**src/rtl/irq_ack_sequencer.sv**
```systemverilog
// -----------------------------------------------------------------------------
// irq_ack_sequencer
//
// Acknowledge sequencer for a vector interrupt controller. A synchronized irq
// is confirmed over two cycles. The block then drives an active-low inta pulse
// of programmable length. On the last pulse cycle it captures the controller's
// vector into a one-entry valid/ready holding register. A programmable
// recovery gap follows, so the controller has time to drop irq. All state
// advances on the falling edge of sclk.
//
// Optional build macro:
//   IRQ_ACK_STATS_EN - when defined, 8-bit saturating ack and spurious
//                      counters are built. They are cleared by a write to
//                      address 1. When undefined, no counter flops exist and
//                      dout[31:16] reads 0.
//
// Ports:
//   sclk       in   1  system clock, state updates on negedge
//   nrst       in   1  asynchronous active-low reset
//   pre_wen    in   1  write strobe, one cycle ahead of di
//   pre_wa     in   1  write address: 0 = control, 1 = clear counters
//   di         in  16  write data: [0] enable, [7:4] pulse_len, [11:8] holdoff
//   irq        in   1  interrupt request, active high, asynchronous
//   irqv       in   8  interrupt vector from the controller
//   inta       out  1  interrupt acknowledge, active low, registered
//   vect       out  8  acknowledged vector
//   vect_valid out  1  vect holds an unread vector
//   vect_rdy   in   1  consumer ready (transfer when vect_valid & vect_rdy)
//   dout       out 32  status: [7:0] vect, [8] vect_valid, [11:9] state,
//                      [12] enable, [23:16] ack count, [31:24] spurious count
//                      (named dout because "do" is a SystemVerilog keyword)
// -----------------------------------------------------------------------------
module irq_ack_sequencer (
    input  logic        sclk,
    input  logic        nrst,
    input  logic        pre_wen,
    input  logic        pre_wa,
    input  logic [15:0] di,
    input  logic        irq,
    input  logic [7:0]  irqv,
    output logic        inta,
    output logic [7:0]  vect,
    output logic        vect_valid,
    input  logic        vect_rdy,
    output logic [31:0] dout
);

    typedef enum logic [1:0] {
        ST_IDLE    = 2'd0,
        ST_SYNC    = 2'd1,
        ST_ASSERT  = 2'd2,
        ST_RECOVER = 2'd3
    } state_t;

    // write pipeline and control registers
    logic       wen_d_r;
    logic       wa_d_r;
    logic       enable_r;
    logic [3:0] pulse_len_r;
    logic [3:0] holdoff_r;

    // irq synchronizer
    logic       irq_meta_r;
    logic       irq_s;

    // sequencer
    state_t     state_r;
    logic [3:0] cnt_r;
    logic       inta_r;
    logic [7:0] vect_r;
    logic       vect_valid_r;

    // decoded strobes
    logic       ctrl_we_s;
    logic       xfer_s;
    logic       latch_s;
    logic [3:0] hold_eff_s;
    logic [7:0] ack_cnt_s;
    logic [7:0] spur_cnt_s;
    logic       unused_di_s;

    // Control data bits with no assigned meaning.
    assign unused_di_s = ^{di[15:12], di[3:1]};

    // Write decode, handshake, latch strobe and holdoff floor.
    always_comb begin
        ctrl_we_s  = 1'b0;
        xfer_s     = 1'b0;
        latch_s    = 1'b0;
        hold_eff_s = holdoff_r;
        if (wen_d_r && !wa_d_r) begin
            ctrl_we_s = 1'b1;
        end else begin
            ctrl_we_s = 1'b0;
        end
        xfer_s  = vect_valid_r & vect_rdy;
        latch_s = (state_r == ST_ASSERT) && (cnt_r == 4'd0);
        // Recovery is never shorter than 8 cycles, so the controller has time to drop irq.
        if (holdoff_r < 4'd7) begin
            hold_eff_s = 4'd7;
        end else begin
            hold_eff_s = holdoff_r;
        end
    end

    // Delay the write strobe and address by one cycle to line up with di.
    always_ff @(negedge sclk or negedge nrst) begin
        if (!nrst) begin
            wen_d_r <= 1'b0;
            wa_d_r  <= 1'b0;
        end else begin
            wen_d_r <= pre_wen;
            wa_d_r  <= pre_wa;
        end
    end

    // Control register: enable, pulse length and holdoff.
    always_ff @(negedge sclk or negedge nrst) begin
        if (!nrst) begin
            enable_r    <= 1'b0;
            pulse_len_r <= 4'd7;
            holdoff_r   <= 4'd7;
        end else if (ctrl_we_s) begin
            enable_r    <= di[0];
            pulse_len_r <= di[7:4];
            holdoff_r   <= di[11:8];
        end
    end

    // Two-flop synchronizer for the asynchronous irq input.
    always_ff @(negedge sclk or negedge nrst) begin
        if (!nrst) begin
            irq_meta_r <= 1'b0;
            irq_s      <= 1'b0;
        end else begin
            irq_meta_r <= irq;
            irq_s      <= irq_meta_r;
        end
    end

    // Sequencer FSM; inta is a flop so the pulse is glitch-free and async reset forces it high.
    always_ff @(negedge sclk or negedge nrst) begin
        if (!nrst) begin
            state_r <= ST_IDLE;
            cnt_r   <= 4'd0;
            inta_r  <= 1'b1;
        end else begin
            case (state_r)
                ST_IDLE: begin
                    inta_r <= 1'b1;
                    // An unread vector blocks a new acknowledge unless it is taken this cycle.
                    if (enable_r && irq_s && (!vect_valid_r || xfer_s)) begin
                        state_r <= ST_SYNC;
                    end
                end
                ST_SYNC: begin
                    // Enable is not rechecked: a confirmed request always completes.
                    if (irq_s) begin
                        state_r <= ST_ASSERT;
                        cnt_r   <= pulse_len_r;
                        inta_r  <= 1'b0;
                    end else begin
                        state_r <= ST_IDLE;
                    end
                end
                ST_ASSERT: begin
                    if (cnt_r == 4'd0) begin
                        state_r <= ST_RECOVER;
                        cnt_r   <= hold_eff_s;
                        inta_r  <= 1'b1;
                    end else begin
                        cnt_r <= cnt_r - 4'd1;
                    end
                end
                ST_RECOVER: begin
                    if (cnt_r == 4'd0) begin
                        state_r <= ST_IDLE;
                    end else begin
                        cnt_r <= cnt_r - 4'd1;
                    end
                end
                default: begin
                    state_r <= ST_IDLE;
                    cnt_r   <= 4'd0;
                    inta_r  <= 1'b1;
                end
            endcase
        end
    end

    // Vector holding register; a latch wins over a simultaneous transfer.
    always_ff @(negedge sclk or negedge nrst) begin
        if (!nrst) begin
            vect_r       <= 8'h00;
            vect_valid_r <= 1'b0;
        end else if (latch_s) begin
            vect_r       <= irqv;
            vect_valid_r <= 1'b1;
        end else if (xfer_s) begin
            vect_valid_r <= 1'b0;
        end
    end

`ifdef IRQ_ACK_STATS_EN
    logic       clr_s;
    logic       spur_inc_s;
    logic [7:0] ack_cnt_r;
    logic [7:0] spur_cnt_r;

    function automatic logic [7:0] sat_inc(input logic [7:0] v);
        if (v == 8'hFF) begin
            sat_inc = 8'hFF;
        end else begin
            sat_inc = v + 8'd1;
        end
    endfunction

    assign clr_s      = wen_d_r & wa_d_r;
    assign spur_inc_s = (state_r == ST_SYNC) & ~irq_s;

    // Ack counter; a clear takes priority over a same-cycle increment.
    always_ff @(negedge sclk or negedge nrst) begin
        if (!nrst) begin
            ack_cnt_r <= 8'h00;
        end else if (clr_s) begin
            ack_cnt_r <= 8'h00;
        end else if (latch_s) begin
            ack_cnt_r <= sat_inc(ack_cnt_r);
        end
    end

    // Spurious counter: irq dropped before it was confirmed.
    always_ff @(negedge sclk or negedge nrst) begin
        if (!nrst) begin
            spur_cnt_r <= 8'h00;
        end else if (clr_s) begin
            spur_cnt_r <= 8'h00;
        end else if (spur_inc_s) begin
            spur_cnt_r <= sat_inc(spur_cnt_r);
        end
    end

    assign ack_cnt_s  = ack_cnt_r;
    assign spur_cnt_s = spur_cnt_r;
`else
    assign ack_cnt_s  = 8'h00;
    assign spur_cnt_s = 8'h00;
`endif

    assign inta       = inta_r;
    assign vect       = vect_r;
    assign vect_valid = vect_valid_r;
    assign dout       = {spur_cnt_s, ack_cnt_s, 3'b000, enable_r,
                         1'b0, state_r, vect_valid_r, vect_r};

endmodule

```
**config.mk**
```make
export PLATFORM = sky130hd
export DESIGN_NAME = irq_ack_sequencer
export DESIGN_NICKNAME = d
export VERILOG_FILES = /design/src/rtl/irq_ack_sequencer.sv
export SDC_FILE = /design/constraint.sdc
export NUM_CORES = 1
export LEC_CHECK = 0
export ABC_AREA = 1
export CAP_MARGIN = 20
export CORE_UTILIZATION = 50
export CTS_BUF_LIST = sky130_fd_sc_hd__clkbuf_16
export DETAILED_ROUTE_END_ITERATION = 6
export DONT_BUFFER_PORTS = 1
export HOLD_SLACK_MARGIN = 0.02
export SLEW_MARGIN = 20
export SYNTH_ARGS = -nofsm -noshare
export SYNTH_HDL_FRONTEND = slang
export SYNTH_SLANG_ARGS = --single-unit
```
**constraint.sdc**
```tcl
create_clock -name sclk -period 3.35 [get_ports sclk]
set_input_delay 0.335 -clock sclk [delete_from_list [all_inputs] [get_ports sclk]]
set_output_delay 0.335 -clock sclk [all_outputs]
set_load 0.01 [all_outputs]
```
==> impl_metrics.toml <==
[outcome]
outcome = "completed"

[clock_network]
cts_sinks = 29
cts.path.max_buffers = 2
cts-root-buf = "clkbuf_16"
clkLatencyLatePin_ns = 0.34
cts_made_buffers = 5
cts-resized-gates = 0
clk_pin_slew_ns = 0.04
htree_num_levels = 2
holdBufCountCts = 0
cts_tree = "done"
post-cts-setup-buffers = 0

[place]
gp_congestion = 0.8111
place_ws_ns = 0.7553
numPortBuffers = 0
hpwl_microns = 2047

[hold_path]
min_path_cells = 0
hold_class = "reg -> reg"

[critical_path]
path_depth = 0
worstSetupPathType = "reg -> out"
reg2reg_slack_ns = 1.72
cp_max_fo = 7
start_kind = "flip-flop"
worstPathRequired_ns = 3.01
end_kind = "output pin"
worstPathArrival_ns = 2.58
reg2regPathDepth = 7

[sta]
slew_violations = 0
setup_viol = 0
fin_worst_skew_ns = 0.04245
rsz0062_at_grt = "no"
fin_tns_setup_ns = 0
final.setup.worst_slack_ns = 0.4348
hold_violations = 0

[global_route]
grt_pass1_vias = 1043
grt-ovfl-total = 0
grt_max_degree = 30
grt_antenna_before_repair = 0
grt_first_pass_wirelength_microns = 4457
track_usage = 0.1803

[routing]
route.detailed.drc = 0
vias = 1077
routed_wirelength_microns = 2763
wl_per_cell_microns = 12.12
drt-initial-drc-count = 40
ant_nets = 0
vias_per_cell = 4.724
drt_first_pass_iters = 4

[synth]
ys_top_cells_by_area = "dfrtn_1, buf_4, dfstp_2, nand2_1, nand3_1"
yosysSeqAreaShare = 0.4644
synth_edf_count = 0
ys_ff_latch = 29
synth_top_area_frac = 0.3481
yosysUniqueCellTypes = 25
avgSynthCellArea_sq_um = 8.642
ys.flop_type = "dfrtn_1"
netlist_instances = 183
async_flop_share = 1.000
ys_warn_count = 0
synth.largest_area_cell = "dfrtn_1"
netlist_area_sq_um = 1582

[pwr]
p_switching_mw = 0.7061
finalPower_mw = 1.788
power_density_nw_per_um2 = 1073
internal_power_mw = 1.081
power_leakage_nw = 0.8888
clockPowerShare = 0.311
p_comb_frac = 0.311
power_frac_seq = 0.379
p_sw_frac = 0.3950
irDropWorstVdd_uv = 468.3

[layout]
fin_nets = 215
drive_gt1_frac = 0.1739
synthToLayoutAreaGrowth_pct = 5.380
diodes = 0

[die]
ios = 72
row_count = 20
coreArea_sq_um = 3028
die_y_microns = 58.24
start_util = 0.5223
die_w_microns = 58.24
design.die.area_sq_um = 3392

[flow_run]
maxCapViolCount = 0
-- worst paths after layout --
kind                            startpoint        endpoint
worst min register to register  irq_meta_r           irq_s
min in group asynchronous             nrst  pulse_len_r[3]
worst max-delay path             flip-flop        dout[10]
worst min-delay path            irq_meta_r           irq_s
max in group asynchronous             nrst    holdoff_r[0]
worst max register to register   flip-flop        cnt_r[2]
-- kinds of logic after synthesis --
logic type                 count (synthesis)  synth area share
and+or+nand+nor                           90            0.2595
buffers and inverters                     47            0.1899
DFF                                       29            0.4644
AOI/OAI and AO/OA                          8           0.02531
muxes                                      6           0.04272
adders and majority gates                  2           0.01582
other                                      1          0.002371
-- per-layer routing --
metal	vias to the layer above	track usage	routed length [microns]
met3	6	0.06250	183
li1	519	-	-
met1	514	0.1943	1085
met4	0	0.08503	44
met2	38	0.3153	1450
met5	-	0	0
-- cell type report --
class	count	area, sq um
clock buffers	5	125.1
multi-input cells	126	618.1
flip-flops and latches	29	734.5
clock inverters	10	78.83
fillers	286	1361
well taps	44	55.05
inverters	14	55.05
-- through the flow --
stage | instances | instance area [sq um] | hold WS (ns) | utilization
detailed placement | 214 | 1466 | 0.3220 | 0.4843
global placement | 214 | 1466 | 0.2965 | 0.4843
global route | 228 | 1667 | 0.3321 | 0.5504
CTS | 228 | 1667 | 0.3218 | 0.5504
floorplan | 202 | 1653 | 0.2917 | -
finish | 228 | 1667 | 0.3174 | 0.5504
-- flip-flops by register name, summed over array words and instances, names as in the netlist, named ones only --
signal and count:
cnt_r 4, irq_s 1, inta 1, irq_meta_r 1, enable_r 1, wa_d_r 1
state_r 1, pulse_len_r 4, vect 8, vect_valid 1, holdoff_r 4, wen_d_r 1
-- Yosys cell counts (all sizes together) (2+ instances only) --
cell	number
dfrtn	22
ha	2
nand3	16
buf	32
a21oi	4
inv	15
dfstp	7
nand3b	2
mux2	6
o21ai	4
nor2	20
nand2	50
-- cells in the final DEF, fill, tap and decap left out, drive strengths merged --
cell type and count:
dfstp 7, or2 1, bufinv 2, clkinvlp 1, inv 21, o21ai 4
conb 20, nor2 20, nand4 1, nand3 16, a21oi 4, clkbuf 5
nand2 50, ha 2, nand3b 2, dfrtn 22, mux2 6
-- power by group through the flow --
stage,Combinational (mW),Clock [mW],Sequential (mW)
global route,0.650,0.589,0.697
detailed placement,0.556,0.0148,0.681
CTS,0.560,0.569,0.678
finish,0.555,0.555,0.677
global placement,0.539,0.0148,0.676
floorplan,0.608,0.0148,0.621
(Power assumes the default switching activity.)
